[config.mk]
export PLATFORM = sky130hd
export DESIGN_NAME = vga_scan_feeder
export DESIGN_NICKNAME = d
export VERILOG_FILES = /design/src/rtl/vga_scan_feeder.sv
export SDC_FILE = /design/constraint.sdc
export NUM_CORES = 1
export LEC_CHECK = 0
export ABC_AREA = 1
export BUFFER_PORTS_ARGS = -buffer_cell sky130_fd_sc_hd__buf_2
export CORE_UTILIZATION = 58
export CTS_CLUSTER_SIZE = 14
export DETAILED_ROUTE_END_ITERATION = 8
export PLACE_DENSITY = 0.88
export SLEW_MARGIN = 10
export SYNTH_ARGS = -nofsm -noshare
export SYNTH_HDL_FRONTEND = slang
export SYNTH_SLANG_ARGS = --single-unit
[constraint.sdc]
create_clock -name clk25 -period 5.35 [get_ports clk25]
set_clock_uncertainty 0.05 [all_clocks]
set_input_delay 0.535 -clock clk25 [delete_from_list [all_inputs] [get_ports clk25]]
set_output_delay 0.535 -clock clk25 [all_outputs]
set_load 0.05 [all_outputs]
[src/rtl/vga_scan_feeder.sv]
// vga_scan_feeder: free-running VGA scan counters with a pixel pacer that pulls
// RGB565 beats from an upstream valid/ready stream. The pacer keeps the stream
// locked to scan position (0,0) and re-locks it after underrun or misalignment.
// Outputs leave through one register stage so position, colour and
// frame_start always stay aligned.
module vga_scan_feeder #(
  parameter int H_VISIBLE = 640,
  parameter int H_FRONT   = 16,
  parameter int H_SYNC    = 96,
  parameter int H_BACK    = 48,
  parameter int V_VISIBLE = 480,
  parameter int V_FRONT   = 10,
  parameter int V_SYNC    = 2,
  parameter int V_BACK    = 33,
  parameter logic [15:0] UNDERRUN_COLOUR = 16'h0000
) (
  input  logic        clk25,
  input  logic        rst,
  input  logic [15:0] pix_data_in,
  input  logic        pix_sof_in,
  input  logic        pix_valid_in,
  output logic        pix_ready_out,
  output logic [9:0]  pixel_x,
  output logic [9:0]  pixel_y,
  output logic [15:0] pixel_out,
  output logic        frame_start,
  output logic        locked,
  output logic [15:0] underrun_count
);

  localparam int H_TOTAL = H_VISIBLE + H_FRONT + H_SYNC + H_BACK;
  localparam int V_TOTAL = V_VISIBLE + V_FRONT + V_SYNC + V_BACK;

  localparam logic [9:0] H_VIS  = 10'(H_VISIBLE);
  localparam logic [9:0] V_VIS  = 10'(V_VISIBLE);
  localparam logic [9:0] H_LAST = 10'(H_TOTAL - 1);
  localparam logic [9:0] V_LAST = 10'(V_TOTAL - 1);

  typedef enum logic [1:0] {RESYNC, WAIT_FRAME, SYNCED} state_t;

  state_t      state_q, state_d;
  logic [9:0]  cnt_x_q, cnt_x_d;
  logic [9:0]  cnt_y_q, cnt_y_d;
  logic [9:0]  pixel_x_q, pixel_y_q;
  logic [15:0] pixel_out_q, pixel_out_d;
  logic        frame_start_q;
  logic [15:0] underrun_count_q, underrun_count_d;
  logic        vis, origin, frame_end, emit_underrun, ready;

  // Scan position: x wraps at the end of each line and advances y.
  always_comb begin
    vis       = (cnt_x_q < H_VIS) && (cnt_y_q < V_VIS);
    origin    = (cnt_x_q == 10'd0) && (cnt_y_q == 10'd0);
    frame_end = (cnt_x_q == H_LAST) && (cnt_y_q == V_LAST);
    cnt_x_d   = cnt_x_q + 10'd1;
    cnt_y_d   = cnt_y_q;
    if (cnt_x_q == H_LAST) begin
      cnt_x_d = 10'd0;
      cnt_y_d = (cnt_y_q == V_LAST) ? 10'd0 : cnt_y_q + 10'd1;
    end
  end

  // Lock FSM: picks the colour for this position, paces the stream and detects
  // SOF misalignment. A beat whose SOF flag disagrees with the origin flag is
  // never accepted in SYNCED, so the offending beat is left for RESYNC to drain
  // or for the next frame start to consume.
  always_comb begin
    state_d       = state_q;
    ready         = 1'b0;
    pixel_out_d   = 16'h0000;
    emit_underrun = 1'b0;
    case (state_q)
      RESYNC: begin
        ready         = !(pix_valid_in && pix_sof_in);
        emit_underrun = vis;
        if (pix_valid_in && pix_sof_in) state_d = WAIT_FRAME;
      end
      WAIT_FRAME: begin
        emit_underrun = vis;
        if (frame_end) state_d = SYNCED;
      end
      SYNCED: begin
        if (vis) begin
          ready = !(pix_valid_in && (pix_sof_in != origin));
          if (pix_valid_in && (pix_sof_in == origin)) begin
            pixel_out_d = pix_data_in;
          end else begin
            emit_underrun = 1'b1;
            if (pix_valid_in && origin)      state_d = RESYNC;
            else if (pix_valid_in)           state_d = WAIT_FRAME;
          end
        end
      end
      default: state_d = RESYNC;
    endcase
    if (emit_underrun) pixel_out_d = UNDERRUN_COLOUR;
    underrun_count_d = underrun_count_q;
    if (emit_underrun && (underrun_count_q != 16'hFFFF))
      underrun_count_d = underrun_count_q + 16'd1;
  end

  // Counters, FSM state and the single aligned output register stage.
  always_ff @(posedge clk25 or posedge rst) begin
    if (rst) begin
      state_q          <= RESYNC;
      cnt_x_q          <= 10'd0;
      cnt_y_q          <= 10'd0;
      pixel_x_q        <= 10'd0;
      pixel_y_q        <= 10'd0;
      pixel_out_q      <= 16'h0000;
      frame_start_q    <= 1'b0;
      underrun_count_q <= 16'h0000;
    end else begin
      state_q          <= state_d;
      cnt_x_q          <= cnt_x_d;
      cnt_y_q          <= cnt_y_d;
      pixel_x_q        <= cnt_x_q;
      pixel_y_q        <= cnt_y_q;
      pixel_out_q      <= pixel_out_d;
      frame_start_q    <= origin;
      underrun_count_q <= underrun_count_d;
    end
  end

  assign pix_ready_out  = ready;
  assign pixel_x        = pixel_x_q;
  assign pixel_y        = pixel_y_q;
  assign pixel_out      = pixel_out_q;
  assign frame_start    = frame_start_q;
  assign locked         = (state_q == SYNCED);
  assign underrun_count = underrun_count_q;

endmodule
==> Word level (Yosys, flattened, before mapping) <==
Cells that the tools add are included.
{ "word_totals": {"ff_bits": 75, "wordCells": 58, "inputBits": 20, "out_inout_bits": 55} }
{ "classes": {"n_lt_le_gt_ge": 2, "add_sub_neg": 3, "n_mux": 18, "n_reduce_logical": 15, "n_eq_ne": 12} }
{ "ops": {"columns": ["cell", "count"], "rows": [
  ["$mux W16", 4],
  ["$add A10 B1 Y10 const B", 2],
  ["$eq A10 B10 Y1 const B", 2],
  ["$logic_not A10 Y1", 2],
  ["$mux W10", 2],
  ["$add A16 B1 Y16 const B", 1],
  ["$ne A16 B16 Y1 const B", 1],
  ["$mux W2", 6],
  ["$lt A10 B10 Y1 const B", 1],
  ["$lt A10 B9 Y1 const B", 1],
  ["$logic_and A1 B1 Y1", 8],
  ["$ne A2 B2 Y1 const B", 3],
  ["$pmux W2 S3", 1],
  ["$reduce_and A5 Y1", 1],
  ["$pmux W1 S2", 2],
  ["$mux W1", 3],
  ["$ne A3 B2 Y1 const B", 1],
  ["$eq A2 B1 Y1 const B", 1],
  ["$eq A2 B2 Y1 const B", 1],
  ["$logic_not A1 Y1", 2],
  ["$logic_not A2 Y1", 1],
  ["$ne A2 B1 Y1 const B", 1],
  ["$reduce_or A2 Y1", 1],
  ["$eq A1 B1 Y1", 1],
  ["$ne A1 B1 Y1", 1]
]} }

==> Longest topological paths before layout <==
Gate-level depths: netlist of the first run.
{ "logic_depth": {"ltp_word": 8, "mapped_depth": 15, "mapped_depth_nobuf": 14} }

==> Worst setup path before layout of the first run <==
Ideal clock, no wire load.
{ "synth_path": {"path_kind": "reg-to-output", "from": "register state_q[1]", "to": "output pix_ready_out", "arrival_ps": 2425, "setup_slack_ps": 2340, "stages_incl_launch_ff": 5, "required_ps": 4765, "n_path_buf": 0, "path_cell_list": "dfrtp_1 > inv_1 > nor2_1 > nand2_1 > o21ai_0"} }
{ "synth_via": {"elab_chain_len": 2, "word_cells_on_any_way": 3, "cone_classes": "eq/ne (1); mux (1); reduce/logical (1)"} }
{ "synth_rtl": {"columns": ["item", "line", "source"], "rows": [
  ["start: declaration", "41", "state_t state_q, state_d;"],
  ["start signal: assignment", "114", "state_q <= state_d;"],
  ["$eq A2 B2 Y1", null, null],
  ["via locked", "27", "output logic locked,"],
  ["$pmux W1 S2", "72", "case (state_q)"],
  ["end: declaration", "22", "output logic pix_ready_out,"]
]} }
The timed path passes the listed nets, and every way through them passes these cells.

==> Final worst setup path of the first run <==
{ "layout_path": {"from": "register cnt_y_q[1]", "to": "output pix_ready_out"} }
{ "layout_via": {"elab_chain_len": 7, "word_cells_on_any_way": 9, "cone_classes": "order compare (1); eq/ne (1); mux (2); reduce/logical (5)"} }
{ "layout_rtl": {"columns": ["item", "line", "source"], "rows": [
  ["start: declaration", "43", "logic [9:0] cnt_y_q, cnt_y_d;"],
  ["start signal: assignment", "116", "cnt_y_q <= cnt_y_d;"],
  ["branches (longest 5 deep; another with $lt A10 B9 Y1)", null, null],
  ["$mux W1 (*)", "83", "if (vis) begin"],
  ["$pmux W1 S2 (*)", "72", null]
]} }
Mark *: on every way between the ends.

==> results of run 1 <==
==> cell usage in the layout, fill, tap and decap left out, drive strengths merged <==
cell and n:
nand2 85, dfrtp 75, buf 75, inv 62, nor2 42, nand3 34, nor3 15, xor2 11
clkbuf 11, xnor2 8, nand4 8, a21oi 7, ha 5, o21ai 4, a31oi 2, nand3b 2
bufinv 2, or2 2, o31ai 1, o211ai 1, nor4 1, o21bai 1, o22ai 1, a211oi 1
o21a 1, clkinv 1
==> area by class of cell <==
type,instances,area [µm²],share of cell area [%]
sequential,75,1880,45.5
multi-input combinational,232,1340,32.4
timing repair buffer,75,378,9.15
inverter,61,229,5.55
clock buffer,11,141,3.43
tap,72,90.1,2.18
clock inverter,4,73.8,1.79
==> worst max-delay path by stage <==
stage | startpoint | cells past startpoint | to | slack [ns]
after CTS | cnt_y_q[0] | 11 | pix_ready_out | 2.63
after detailed placement | cnt_y_q[0] | 10 | pixel_out[2] | 2.92
final | cnt_y_q[1] | 11 | pix_ready_out | 2.67
after global placement | cnt_y_q[0] | 10 | pixel_out[4] | 3.05
after global routing | cnt_y_q[0] | 11 | pix_ready_out | 2.50
after floorplan | state_q[1] | 4 | pix_ready_out | 2.34
==> state kept, by name, indices dropped and copies added, names as in the netlist <==
register,count
cnt_x_q,10
cnt_y_q,10
frame_start,1
pixel_out,16
pixel_x,10
pixel_y,10
state_q,2
underrun_count,16
==> worst reg2reg max path, cell delays in order (launching register included) <==
cell and delay [ns]:
dfrtp_1 0.42, inv_1 0.11, ha_1 0.17, nand2_1 0.06, inv_1 0.09, nand3_4 0.08, nor2_4 0.10, nand3_1 0.12
nand3_2 0.11, or2_1 0.86, nor2_1 0.11
==> through the flow <==
stage	total power, mW	instances	cell area, µm²	hold WS, ns	util (%)
6_report	1.08	530	4130	0.336	72.7
5_1_grt	1.12	530	4130	0.343	72.7
4_1_cts	1.09	530	4130	0.324	72.7
2_1_floorplan	0.609	374	3500	0.324	-
3_5_place_dp	0.624	515	3910	0.339	68.9
3_3_place_gp	0.623	515	3910	0.334	68.9
==> power by group <==
part | switching, mW | internal [mW]
Combinational | 0.0307 | 0.0117
Clock | 0.199 | 0.274
Sequential | 0.00104 | 0.569
Total | 0.230 | 0.854
==> layer usage <==
metal	global-route usage [%]	share of wire, %	vias up
met4	12.5	2.4	0
li1	-	-	1322
met3	4.23	5.6	18
met2	40.0	51	96
met1	30.6	41	1291
met5	0	0	-
==> Yosys cell counts (2+ instances only) <==
master | count | area share, %
nand2_1 | 80 | 8.6
dfrtp_1 | 75 | 54
inv_1 | 58 | 6.2
nand3_1 | 30 | 4.3
nor2_1 | 28 | 3.0
nor2_4 | 12 | 3.9
nor3_1 | 11 | 1.6
xor2_1 | 11 | 2.8
xnor2_1 | 8 | 2.0
a21oi_1 | 7 | 1.0
nand4_1 | 6 | 1.1
ha_1 | 5 | 1.8
inv_2 | 3 | 0.32
nand2_2 | 3 | 0.54
nand3_2 | 3 | 0.86
nor3_2 | 3 | 0.86
o21ai_0 | 3 | 0.43
a31oi_1 | 2 | 0.36
buf_2 | 2 | 0.29
buf_6 | 2 | 0.64
nand2_4 | 2 | 0.64
nand3b_1 | 2 | 0.43
nor2_2 | 2 | 0.36
==> cells by family (layout without fill, tap and decap cells) <==
logic type                 Yosys count  in the layout  synth area share [%]
adders and majority gates            5              5                  1.79
and+or+nand+nor                    189            189                  28.5
buffers and inverters               67            151                  8.15
DFF                                 75             75                  53.6
AOI/OAI and AO/OA                   19             19                  3.18
xor gates and xnor gates            19             19                  4.75
==> reports/qor.yml, run 1 <==
timing:
  setup_slack_ns: 2.67
  finalSetupTns_ns: 0
  relSlewSlack_pct: 24.4
  layout_min_cycle_time_ns: 2.68
  rsz0062_at_grt: "no"
  hold_viol: 0
  slew_violations: 0
  period_share_pct: 50.1
  worst_pin_slew_ns: 1.13
  setup_viol: 0
  timing.fmax_mhz: 373
cts:
  postCtsSetupRepairBufs: 0
  clk_pin_slew_worst_paths_ns: 0.07
  ctsResizeCount: 0
  htree_levels: 3
  cts_buffer_depth: 2
  cts_hold_buf: 0
  cts-root-buf: "clkbuf_8"
  cts_tree: "built"
  clock_latency_ns: 0.35
  cts.sinks: 75
  numCtsBuffers: 9
yosys:
  yosys.cell_types.count: 39
  synth_fp_nets: 399
  yosysSeqAreaShare_pct: 53.6
  syn_inst: 374
  syn_avg_cell_area_um2: 9.36
  synth_seq_cells: 75
  synth_warnings: 0
  async_flop_share_pct: 100
  synth-main-ff-cell: "dfrtp_1"
  synth-edff-count: 0
  syn_area_mm2: 0.00350
pwr:
  ir_drop_uv: 198
  p_leak_nw: 2.34
  p_per_area_mw_per_mm2: 263
route:
  first_pass_iters: 4
  drc_errors: 0
  drtAntennaViolNets: 0
  routed_via_density: 5.15
  wl_per_cell_um: 13.4
  drt_wl_total_um: 7100
  drt-initial-drc-count: 186
  num_vias: 2727
floorplanning:
  core_mm2: 0.00568
  rows: 27
  die_area_mm2: 0.00635
  start_util_pct: 61.7
  die_width_um: 79.7
  dieHeight_um: 79.7
  io_pins: 75
finish:
  fillers: 415
  fin_nets: 479
  syn_to_final_growth_pct: 17.9
  num_antenna_cells: 0
  drive_gt1_share_pct: 26.9
place:
  globalplace.congestion: 0.870
  dp_slack_ns: 2.92
  hpwl_um: 4860
  portBuffers: 74
setup_path:
  crit_chain: "inv_1, ha_1, nand2_1, inv_1, nand3_4, nor2_4, nand2_2, nand2_2, a21oi_1, o21ai_0, buf_2"
  slowest_delay_ns: 0.42
  critPathArrivalTime_ns: 2.10
  regToRegSetupSlack_ns: 2.91
  cp_max_fo: 4
  crit_buf_inv: 3
  required_ns: 4.76
  cp_slowest_cell: "dfrtp_1"
  crit_path_start_kind: "register"
  critPathCaptureType: "primary output"
  timing.rr.start: "cnt_y_q[1]"
  r2r_cells: 10
  rr_endpoint: "pixel_out[2]"
  critPathKind: "reg -> out"
  cp_top_family: "buffers and inverters"
min_path:
  min_path_cells: 3
  holdPathEnd: "pixel_out[0]"
  hold_path.class: "in -> reg"
  hold_start: "pix_data_in[0]"
grt:
  antenna_found_initial: 0
  grt_max_degree: 76
  grt_usage_pct: 24.3
  overflow: 0
  grt_pass1_vias: 2566
  grt_first_pass_wirelength_um: 11500
status:
  status: "completed"
flow_run:
  cap_violations: 0
Note: power is estimated with default switching activity, not from simulation.
==> run 2: changes to the inputs <==
Settings changed: CORE_UTILIZATION 58 to 54, PLACE_DENSITY 0.88 to 0.83.
Clock period 5.35 ns to 2.6 ns, I/O delays scaled along.
==> run 2 against run 1 <==
Effect of this change: cell count is 1.1% higher; register-to-register slack worse by 2.4 ns; critical path type unchanged; worst hold slack worse by 0.28 ns.
==> reports/qor.yml, run 2 (synthesis gave the netlist of run 1 again) <==
timing:
  timing.fmax_mhz: 418
  setup_viol: 0
  worst_pin_slew_ns: 0.582
  relSlewSlack_pct: 61.1
  hold_viol: 0
  finalSetupTns_ns: 0
  layout_min_cycle_time_ns: 2.39
  rsz0062_at_grt: "no"
  setup_slack_ns: 0.208
  period_share_pct: 92.0
  slew_violations: 0
route:
  drt_wl_total_um: 6950
  routed_via_density: 5.16
  first_pass_iters: 5
  drt-initial-drc-count: 178
  num_vias: 2768
  wl_per_cell_um: 13.0
  drc_errors: 0
  drtAntennaViolNets: 0
pwr:
  p_leak_nw: 2.37
  p_per_area_mw_per_mm2: 565
  ir_drop_uv: 362
grt:
  grt_first_pass_wirelength_um: 11500
  grt_pass1_vias: 2645
  antenna_found_initial: 0
  grt_usage_pct: 22.8
  overflow: 0
  grt_max_degree: 49
cts:
  cts_buffer_depth: 2
  htree_levels: 3
  cts-root-buf: "clkbuf_8"
  numCtsBuffers: 9
  clk_pin_slew_worst_paths_ns: 0.08
  cts_tree: "built"
  postCtsSetupRepairBufs: 0
  cts.sinks: 75
  clock_latency_ns: 0.36
place:
  portBuffers: 74
  globalplace.congestion: 0.884
  placed_cell_area_mm2: 0.00395
  hpwl_um: 4870
  dp_slack_ns: 0.583
flow_run:
  cap_violations: 0
finish:
  fillers: 478
  num_antenna_cells: 0
  layout_commonest_cell: "nand2_1"
  fin_area_mm2: 0.00421
  syn_to_final_growth_pct: 20.2
  layout_common_cells: "80 x nand2_1, 75 x dfrtp_1, 74 x buf_2"
  fin_nets: 481
  drive_gt1_share_pct: 27.3
setup_path:
  required_ns: 2.29
  crit_path_start_kind: "register"
  cp_slowest_cell: "dfrtp_1"
  critPathKind: "reg -> out"
  crit_buf_inv: 3
  crit_chain: "inv_1, ha_1, nand2_1, inv_1, nand3_4, nor2_4, nand3_1, a21oi_1, o21ai_1, buf_2"
  critPathArrivalTime_ns: 2.08
  timing.rr.start: "cnt_x_q[0]"
  cp_max_fo: 6
  regToRegSetupSlack_ns: 0.50
  rr_endpoint: "cnt_y_q[4]"
  cp_top_family: "flip-flops"
  path_common_cell: "inv_1"
  critPathCaptureType: "primary output"
  cp.depth: 10
  slowest_delay_ns: 0.44
  r2r_cells: 10
min_path:
  hold_path.class: "in -> reg"
  min_path_cells: 3
  holdPathEnd: "pixel_out[0]"
  hold_start: "pix_data_in[0]"
floorplanning:
  die_area_mm2: 0.00681
  core_mm2: 0.00610
  rows: 28
  start_util_pct: 57.4
  die_width_um: 82.5
  dieHeight_um: 82.5
  io_pins: 75
status:
  status: "completed"
run 2: cell type report:
cell class | instances | area, µm² | share of cell area [%]
clock inverters | 7 | 124 | 2.94
clock buffers | 9 | 124 | 2.94
repair buffers | 77 | 420 | 9.99
multi-input cells | 232 | 1340 | 31.8
inverters | 61 | 229 | 5.44
flip-flops and latches | 75 | 1880 | 44.6
well taps | 75 | 93.8 | 2.23
run 2: repair_timing:
item | in CTS | in global routing
hold endpoints to repair | 27 | 0
gates resized for setup | 0 | 0
hold buffers | 1 | 0
run 2: worst min-delay path, delay by kind of cell:
family | cells | cell delay, ns
AND/OR/NAND/NOR | 1 | 0.03
buffers and inverters | 2 | 0.13
run 2: where the power goes:
part	internal [mW]	total [mW]	leakage [nW]	switching [mW]
registers	1.17	1.17	1.01	0.00219
logic	0.0273	0.0905	1.24	0.0632
clock network	0.646	1.11	0.120	0.468
total	1.84	2.38	2.37	0.533
run 2: how the worst max path moves through the flow:
| stage | start | endpoint |
|---|---|---|
| 3_3_place_gp | cnt_x_q[0] | cnt_y_q[8] |
| 4_1_cts | cnt_y_q[0] | pix_ready_out |
| 5_1_grt | cnt_y_q[0] | pix_ready_out |
| 2_1_floorplan | state_q[1] | pix_ready_out |
| 3_5_place_dp | cnt_x_q[0] | cnt_y_q[8] |
| 6_report | cnt_y_q[0] | pix_ready_out |
run 2: per-stage QoR:
step	power [mW]	utilization [%]	cells	hold WS [ns]
2_1_floorplan	1.25	-	374	0.316
3_3_place_gp	1.28	64.8	519	0.297
3_5_place_dp	1.28	64.8	519	0.300
4_1_cts	2.39	69.0	536	0.0386
5_1_grt	2.45	69.0	536	0.0388
6_report	2.38	69.0	536	0.0524
run 2: layer usage:
| layer | GRT usage, % | share of wire (%) | vias up |
|---|---|---|---|
| met5 | 0 | 0 | - |
| met4 | 12.8 | 2.3 | 0 |
| met3 | 5.38 | 6.4 | 18 |
| met2 | 37.4 | 50 | 112 |
| met1 | 27.8 | 42 | 1298 |
| li1 | - | - | 1340 |
==> run 3: changes to the inputs <==
Settings changed: CTS_CLUSTER_SIZE 14 to 24.
Clock period 2.6 ns to 2.3 ns, I/O delays scaled along.
==> run 3 against run 2 <==
Effect of this change: global-route usage is 0.46 points lower; clock-buffer cell count is the same; flip-flop and latch count is the same; via count down 0.18%; die area unchanged; register-to-register slack lost 0.25 ns; non-clock buffer count rose by 5; highest routed layer unchanged; sequential share of layout area is 0.18 points lower; wire length up 2.4%; worst hold slack got worse by 0.029 ns; utilization is 0.33 points higher; combinational power is 23% higher.
==> reports/qor.yml, run 3 (synthesis gave the netlist of run 1 again) <==
status:
  status: "completed"
cts:
  clk_pin_slew_worst_paths_ns: 0.09
  numCtsBuffers: 9
  cts-root-buf: "clkbuf_8"
  cts.sinks: 75
  cts_tree: "built"
  htree_levels: 3
  cts_buffer_depth: 2
  clock_latency_ns: 0.35
grt:
  grt_usage_pct: 22.4
  overflow: 0
  grt_pass1_vias: 2561
  antenna_found_initial: 0
  grt_max_degree: 52
  grt_first_pass_wirelength_um: 11300
finish:
  fillers: 460
  post-route-util_pct: 69.3
  fin_nets: 486
  layout_commonest_cell: "nand2_1"
  drive_gt1_share_pct: 29.6
  num_antenna_cells: 0
  finalNonFillerCells: 541
  seqCellArea_mm2: 0.00188
  fin_area_mm2: 0.00423
  syn_to_final_growth_pct: 20.7
  layout_common_cells: "80 x nand2_1, 74 x dfrtp_1, 73 x buf_2"
  multiInputGateArea_mm2: 0.00135
setup_path:
  critPathCaptureType: "primary output"
  timing.rr.start: "cnt_x_q[1]"
  regToRegSetupSlack_ns: 0.25
  crit_chain: "inv_1, ha_2, nand2_1, inv_2, nand3_4, nor2_4, nand3_1, a21oi_2, o21ai_2, buf_6"
  slowest_delay_ns: 0.42
  crit_path_start_kind: "register"
  critPathKind: "reg -> out"
  crit_path_start: "cnt_y_q[1]"
  required_ns: 2.02
  critPathArrivalTime_ns: 1.95
  cp_slowest_cell: "dfrtp_1"
  r2r_cells: 10
  cp_top_family: "flip-flops"
  rr_endpoint: "cnt_y_q[8]"
  cp_max_fo: 3
  crit_buf_inv: 3
place:
  globalplace.congestion: 0.831
  portBuffers: 74
  hpwl_um: 4920
  dp.cells: 519
  placed_cell_area_mm2: 0.00394
  dp_slack_ns: 0.302
timing:
  hold_viol: 0
  timing.fmax_mhz: 448
  setup_slack_ns: 0.0663
  slew_violations: 0
  relSlewSlack_pct: 65.2
  layout_min_cycle_time_ns: 2.23
  setup_viol: 0
  worst_pin_slew_ns: 0.522
  period_share_pct: 97.1
floorplanning:
  dieHeight_um: 82.5
  core_mm2: 0.00610
  die_area_mm2: 0.00681
  die_width_um: 82.5
  rows: 28
  start_util_pct: 57.4
  io_pins: 75
route:
  wl_per_cell_um: 13.2
  first_pass_iters: 4
  num_vias: 2763
  routed_via_density: 5.11
  drt_wl_total_um: 7120
  drc_errors: 0
  drt-initial-drc-count: 127
  drtAntennaViolNets: 0
min_path:
  holdPathEnd: "pixel_out[1]"
  min_path_cells: 3
  hold_path.class: "in -> reg"
  hold_start: "pix_data_in[1]"
pwr:
  p_leak_nw: 2.37
  ir_drop_uv: 369
  p_per_area_mw_per_mm2: 607
flow_run:
  cap_violations: 0
-- run 3: layout make-up --
| type | instances | share of cell area [%] |
|---|---|---|
| Multi-Input combinational cell | 232 | 32.0 |
| Timing Repair Buffer | 82 | 10.7 |
| Tap cell | 75 | 2.22 |
| Inverter | 61 | 5.42 |
| Clock buffer | 9 | 2.93 |
| Sequential cell | 75 | 44.4 |
| Clock inverter | 7 | 2.34 |
-- run 3: through the flow --
stage / power [mW] / TNS [ns] / hold slack, ns
floorplan: 1.42 / 0 / 0.286
finish: 2.57 / 0 / 0.0234
CTS: 2.58 / 0 / 0.0216
detailed placement: 1.45 / 0 / 0.249
global placement: 1.45 / 0 / 0.244
global route: 2.66 / -0.0544 / 0.0116
-- run 3: worst max path at each step --
stage | cells past startpoint | to | slack, ns
after floorplan | 1 | cnt_x_q[0] | 0.11
after global placement | 9 | cnt_y_q[8] | 0.38
after detailed placement | 13 | underrun_count[5] | 0.30
after CTS | 10 | pix_ready_out | 0.0008
after global routing | 10 | pix_ready_out | -0.05
final | 10 | pix_ready_out | 0.07
-- run 3: worst register-to-register path, cell delays in order (launching register included) --
cell     delay [ns]
dfrtp_1        0.36
buf_4          0.11
ha_1           0.16
nand2_1        0.06
nor2_1         0.15
inv_2          0.06
nor2_2         0.16
nand4_1        0.18
nor3_1         0.34
nand3_1        0.14
xor2_1         0.16
-- run 3: power breakdown --
| group | internal [mW] | switching [mW] |
|---|---|---|
| Clock | 0.618 | 0.511 |
| Combinational | 0.0362 | 0.0748 |
| Sequential | 1.32 | 0.00333 |
-- run 3: timing repair --
action / CTS / global route
endpoints found under the setup margin: 1 / 1
resized for setup: 1 / 7
buffers inserted: 0 / 5
cloned: 0 / 0
hold buffers: 1 / 0
hold endpoints to repair: 24 / 0
pin swaps: 0 / 2
-- run 3: routing by layer --
| layer | track usage (%) | vias to the layer above | part of all wire, % |
|---|---|---|---|
| li1 | - | 1349 | - |
| met1 | 26.2 | 1318 | 43 |
| met2 | 38.3 | 84 | 50 |
| met3 | 5.82 | 12 | 5.5 |
| met4 | 10.3 | 0 | 1.6 |
| met5 | 0 | - | 0 |
